--- src/rtl/virtual_wire_bank.sv ---
// Multi-channel JTAG source/probe command bank with toggle/ack handshake.
// Optional command parity check: define VIRTUAL_WIRE_BANK_PARITY_EN.
module virtual_wire_bank #(
  parameter int NUM_CHANNELS = 4,
  parameter int DATA_WIDTH   = 32,
  parameter int ADDR_WIDTH   = 2,
  parameter logic [DATA_WIDTH-1:0] INIT_VALUE = '0
) (
  input  logic                               clk,
  input  logic                               reset_n,
  input  logic [DATA_WIDTH+ADDR_WIDTH+2:0]   host_cmd,
  output logic [DATA_WIDTH+1:0]              host_status,
  output logic [NUM_CHANNELS*DATA_WIDTH-1:0] ch_out,
  output logic [NUM_CHANNELS-1:0]            ch_update,
  input  logic [NUM_CHANNELS*DATA_WIDTH-1:0] ch_in
);

  localparam int CW = DATA_WIDTH + ADDR_WIDTH + 3;

  typedef enum logic [2:0] {
    ARM,
    IDLE,
    CAPTURE,
    EXEC,
    ACK
  } state_e;

  state_e state_q, state_d;

  logic [CW-1:0]           cmd_q;
  logic                    last_q, last_d;
  logic                    we_q, we_d;
  logic [ADDR_WIDTH-1:0]   addr_q, addr_d;
  logic [DATA_WIDTH-1:0]   data_q, data_d;
  logic [NUM_CHANNELS*DATA_WIDTH-1:0] out_q, out_d;
  logic [NUM_CHANNELS-1:0] upd_q, upd_d;
  logic                    ack_q, ack_d;
  logic                    err_q, err_d;
  logic [DATA_WIDTH-1:0]   rd_q, rd_d;
  logic                    cmd_ok;

  // Unreset so ARM sees the true toggle level right after reset release.
  always_ff @(posedge clk) begin
    cmd_q <= host_cmd;
  end

`ifdef VIRTUAL_WIRE_BANK_PARITY_EN
  logic par_ok_q, par_ok_d;

  always_ff @(posedge clk or negedge reset_n) begin
    if (!reset_n) par_ok_q <= 1'b0;
    else          par_ok_q <= par_ok_d;
  end

  always_comb begin
    par_ok_d = par_ok_q;
    if (state_q == CAPTURE) par_ok_d = ~^cmd_q[CW-1:1];
  end

  assign cmd_ok = par_ok_q;
`else
  logic unused_par;
  assign unused_par = cmd_q[2];
  assign cmd_ok     = 1'b1;
`endif

  always_ff @(posedge clk or negedge reset_n) begin
    if (!reset_n) begin
      state_q <= ARM;
      last_q  <= 1'b0;
      we_q    <= 1'b0;
      addr_q  <= '0;
      data_q  <= '0;
      out_q   <= {NUM_CHANNELS{INIT_VALUE}};
      upd_q   <= '0;
      ack_q   <= 1'b0;
      err_q   <= 1'b0;
      rd_q    <= '0;
    end else begin
      state_q <= state_d;
      last_q  <= last_d;
      we_q    <= we_d;
      addr_q  <= addr_d;
      data_q  <= data_d;
      out_q   <= out_d;
      upd_q   <= upd_d;
      ack_q   <= ack_d;
      err_q   <= err_d;
      rd_q    <= rd_d;
    end
  end

  always_comb begin
    state_d = state_q;
    last_d  = last_q;
    we_d    = we_q;
    addr_d  = addr_q;
    data_d  = data_q;
    out_d   = out_q;
    upd_d   = '0;
    ack_d   = ack_q;
    err_d   = err_q;
    rd_d    = rd_q;
    unique case (state_q)
      ARM: begin
        last_d  = cmd_q[0];
        state_d = IDLE;
      end
      IDLE: begin
        if (cmd_q[0] != last_q) state_d = CAPTURE;
      end
      CAPTURE: begin
        we_d    = cmd_q[1];
        addr_d  = cmd_q[3 +: ADDR_WIDTH];
        data_d  = cmd_q[3+ADDR_WIDTH +: DATA_WIDTH];
        last_d  = cmd_q[0];
        state_d = EXEC;
      end
      EXEC: begin
        err_d   = 1'b1;
        rd_d    = '0;
        state_d = ACK;
        // Unmatched addresses fall through as errors.
        for (int i = 0; i < NUM_CHANNELS; i++) begin
          if (cmd_ok && addr_q == ADDR_WIDTH'(i)) begin
            err_d = 1'b0;
            if (we_q) begin
              out_d[i*DATA_WIDTH +: DATA_WIDTH] = data_q;
              upd_d[i] = 1'b1;
              rd_d     = data_q;
            end else begin
              rd_d = ch_in[i*DATA_WIDTH +: DATA_WIDTH];
            end
          end
        end
      end
      ACK: begin
        ack_d   = last_q;
        state_d = IDLE;
      end
      default: state_d = ARM;
    endcase
  end

  assign ch_out      = out_q;
  assign ch_update   = upd_q;
  assign host_status = {rd_q, err_q, ack_q};

endmodule

--- config.mk ---
export PLATFORM = sky130hd
export DESIGN_NAME = virtual_wire_bank
export DESIGN_NICKNAME = d
export VERILOG_FILES = /design/src/rtl/virtual_wire_bank.sv
export SDC_FILE = /design/constraint.sdc
export NUM_CORES = 1
export LEC_CHECK = 0
export CAP_MARGIN = 25
export CORE_MARGIN = 2
export CORE_UTILIZATION = 40
export CTS_BUF_LIST = sky130_fd_sc_hd__clkbuf_4
export CTS_CLUSTER_SIZE = 20
export DETAILED_ROUTE_END_ITERATION = 6
export PLACE_DENSITY = 0.72
export REMOVE_ABC_BUFFERS = 1
export SYNTH_ARGS = -nofsm -noshare
export SYNTH_HDL_FRONTEND = slang
export SYNTH_SLANG_ARGS = --single-unit
--- constraint.sdc ---
create_clock -name clk -period 1.8 [get_ports clk]
set_input_delay 0.36 -clock clk [delete_from_list [all_inputs] [get_ports clk]]
set_output_delay 0.36 -clock clk [all_outputs]
set_load 0.02 [all_outputs]
==> metrics.cfg <==
[outcome]
status=complete, no violations

[cts]
cts_tree=built
ctsLongestPathBuffers=3
insertion_delay_ns=0.65
clk_pin_slew_worst_paths_ns=0.07
cts_root_buf=clkbuf_4
cts_made_buffers=66
cts_sinks=241
cts_max_level=3

[synthesis]
yosysSeqAreaShare_pct=62.0
synth_compound_area_share_pct=5.18
synth_common_cells=205 x dfrtp_1, 172 x mux2_2, 47 x a21oi_1
synth_top_family_by_area=multiplexers
synthMuxAreaShare_pct=25.9
syn-instance-count=642
yosys.area.top_type=dfrtp_1
synth_edf_count=0
synthArstFlopShare_pct=85.1
yosys-top-cells-area=dfrtp_1 54%, mux2_2 21%, dfxtp_1 7.6%, mux4_2 5.2%, a21oi_1 2.5%
syn-cell-area_sq_mm=0.00944
ys_ff_latch=241
synthSimpleGateAreaFrac_pct=4.02
synth_top_area_share_pct=54.3
yosysMostFrequentCell=dfrtp_1
avgSynthCellArea_sq_um=14.7
synth-xor-area-share_pct=0.0928
yosys_warnings=0
ys.flop_type=dfrtp_1
synthAdderAreaFrac_pct=0
yosysUniqueCellTypes=33

[global_routing]
grt_util_all_layers_pct=22.4
grt_max_degree=58
grt_first_pass_wirelength_um=41400
overflow=0
grt_pass1_vias=7275
antenna_found_initial=1

[placement]
io_buffers=331
gp_congestion=0.783
dpl.hpwl_um=19600
placed_area_sq_mm=0.0133

[power]
sequentialPowerShare_pct=37.7
power.density_mw_per_mm2=1630
switchingPower_w=0.00850
intPower_w=0.0146
pwr-share-clk_pct=23.2
swShare_pct=36.8
leakage_nw=6.69
irDropWorstVdd_v=0.000903
combPwrFrac_pct=39.0

[min_path]
min_path_type=in2reg

[routing]
dr.pass1.iters=4
first_iter_violations=224
routed-via-count=6995
wirelength_um=27900
antenna_left=0
wl_per_cell_um=19.8
drcViolationCount=0
via_per_inst=4.97

[timing]
max_freq_mhz=579
period_minus_slack_ns=1.73
relSlewSlack_pct=72.7
hold_viol_final=0
finalCritPeriodShare_pct=95.9
tightestPinTransition_ns=0.409
final_max_slew_viol_count=0
finClkSkew_ns=0.0456
grt_setup_unrepaired=no
setup_viol=0

[layout]
layout-drive-gt1-share_pct=32.8
syn2layout_area_growth_pct=49.7
design_area_sq_mm=0.0141
fin_util_pct=60.5
fin_nets=1203
n_fill_cell=2004

[die]
ioPinCount=333
rows=56
die_h_um=158
start_util_pct=40.5
die_w_um=158
fp.coreArea_sq_mm=0.0233
dieArea_sq_mm=0.0248

[run]
maxCapViolCount=0

[worst_setup_path]
crit_required_ns=2.29
critPathKind=reg2reg
worst_setup_path_end_kind=flip-flop
arrival_ns=2.22
critPathLaunchType=flip-flop
path_max_fanout=16

layout by cell type (no fill, tap or decap), types with 10 or more instances in the layout:
master and instances:
clkdlybuf4s15_1 27, clkdlybuf4s50_1 164, buf_4 22, a21oi_1 47, dlygate4sd2_1 139, nand2_1 39, nor2_1 24, buf_12 11
dfrtp_1 201, clkbuf_4 108, mux4_2 22, dfxtp_1 36, o21ai_0 10, mux2_2 172
repair_timing:
item / CTS / global route
pin swaps: 0 / 2
gates cloned: 0 / 1
hold buffers: 1 / 0
endpoints found under the setup margin: 169 / 53
hold endpoints to repair: 73 / 0
buffers inserted: 0 / 2
gates resized for setup: 170 / 33
metal layers:
layer	track usage, %	share of wire [%]	up-vias
li1	-	-	3163
met5	0	0	-
met1	26.7	39	3458
met2	37.0	49	326
met4	8.40	2.5	0
met3	8.68	9.9	48
metrics by stage:
step,setup TNS [ns],cells,total power [W],hold slack (ns),worst slack (ns)
floorplan,-231.85,599,0.0136,0.0644,-1.91
global placement,0,1283,0.0186,0.329,0.0738
detailed placement,0,1283,0.0188,0.332,0.0322
CTS,0,1403,0.0233,0.0876,0.00148
global route,0,1407,0.0245,0.104,0.0000683
finish,0,1407,0.0231,0.162,0.0739
sequential cells by signal, summed over array words and instances, names as in the netlist:
signal,cells
state_q,3
rd_q,32
data_q,32
last_q,1
ack_q,1
ch_update,4
cmd_q,36
err_q,1
ch_out,128
addr_q,2
we_q,1
final timing paths:
check,from,to,slack (ns),cells after the start
max in group asynchronous,reset_n,state_q[2],0.86,3
worst max-delay path,state_q[2],ch_out[96],0.07,5
worst max register to register,state_q[2],ch_out[96],0.07,5
worst min-delay path,host_cmd[26],cmd_q[26],0.16,1
worst min register to register,cmd_q[25],data_q[20],0.43,1
min in group asynchronous,reset_n,ch_out[98],0.25,2
power by group through the flow:
stage               Clock, W  Sequential (W)  Combinational, W
global route         0.00587         0.00899           0.00960
floorplan                  0          0.0104           0.00328
detailed placement         0         0.00885           0.00997
global placement           0         0.00880           0.00984
finish               0.00536         0.00871           0.00901
CTS                  0.00555         0.00872           0.00905
final cells by class:
class                           count  area, sq um  area share [%]
Timing Repair Buffer              369         3590            25.4
Clock inverter                     11          125           0.886
Clock buffer                      108          811            5.74
Sequential cell                   241         5860            41.5
Antenna cell                        1         2.50          0.0177
Inverter                            3         11.3          0.0797
Multi-Input combinational cell    355         3330            23.6
Tap cell                          319          399            2.83
critical path, cell delays in order, from the launching register on:
cell      delay [ns]
dfrtp_2         0.44
nand4b_4        0.26
buf_4           0.19
nor2_4          0.15
buf_12          0.19
mux2_2          0.35
cells by family after synthesis:
| logic type | count (synthesis) |
|---|---|
| flip-flops | 241 |
| multiplexers | 195 |
| AO/OA/AOI/OAI | 81 |
| AND/OR/NAND/NOR | 78 |
| buffers and inverters | 46 |
| XOR/XNOR | 1 |
(Power assumes the default switching activity.)
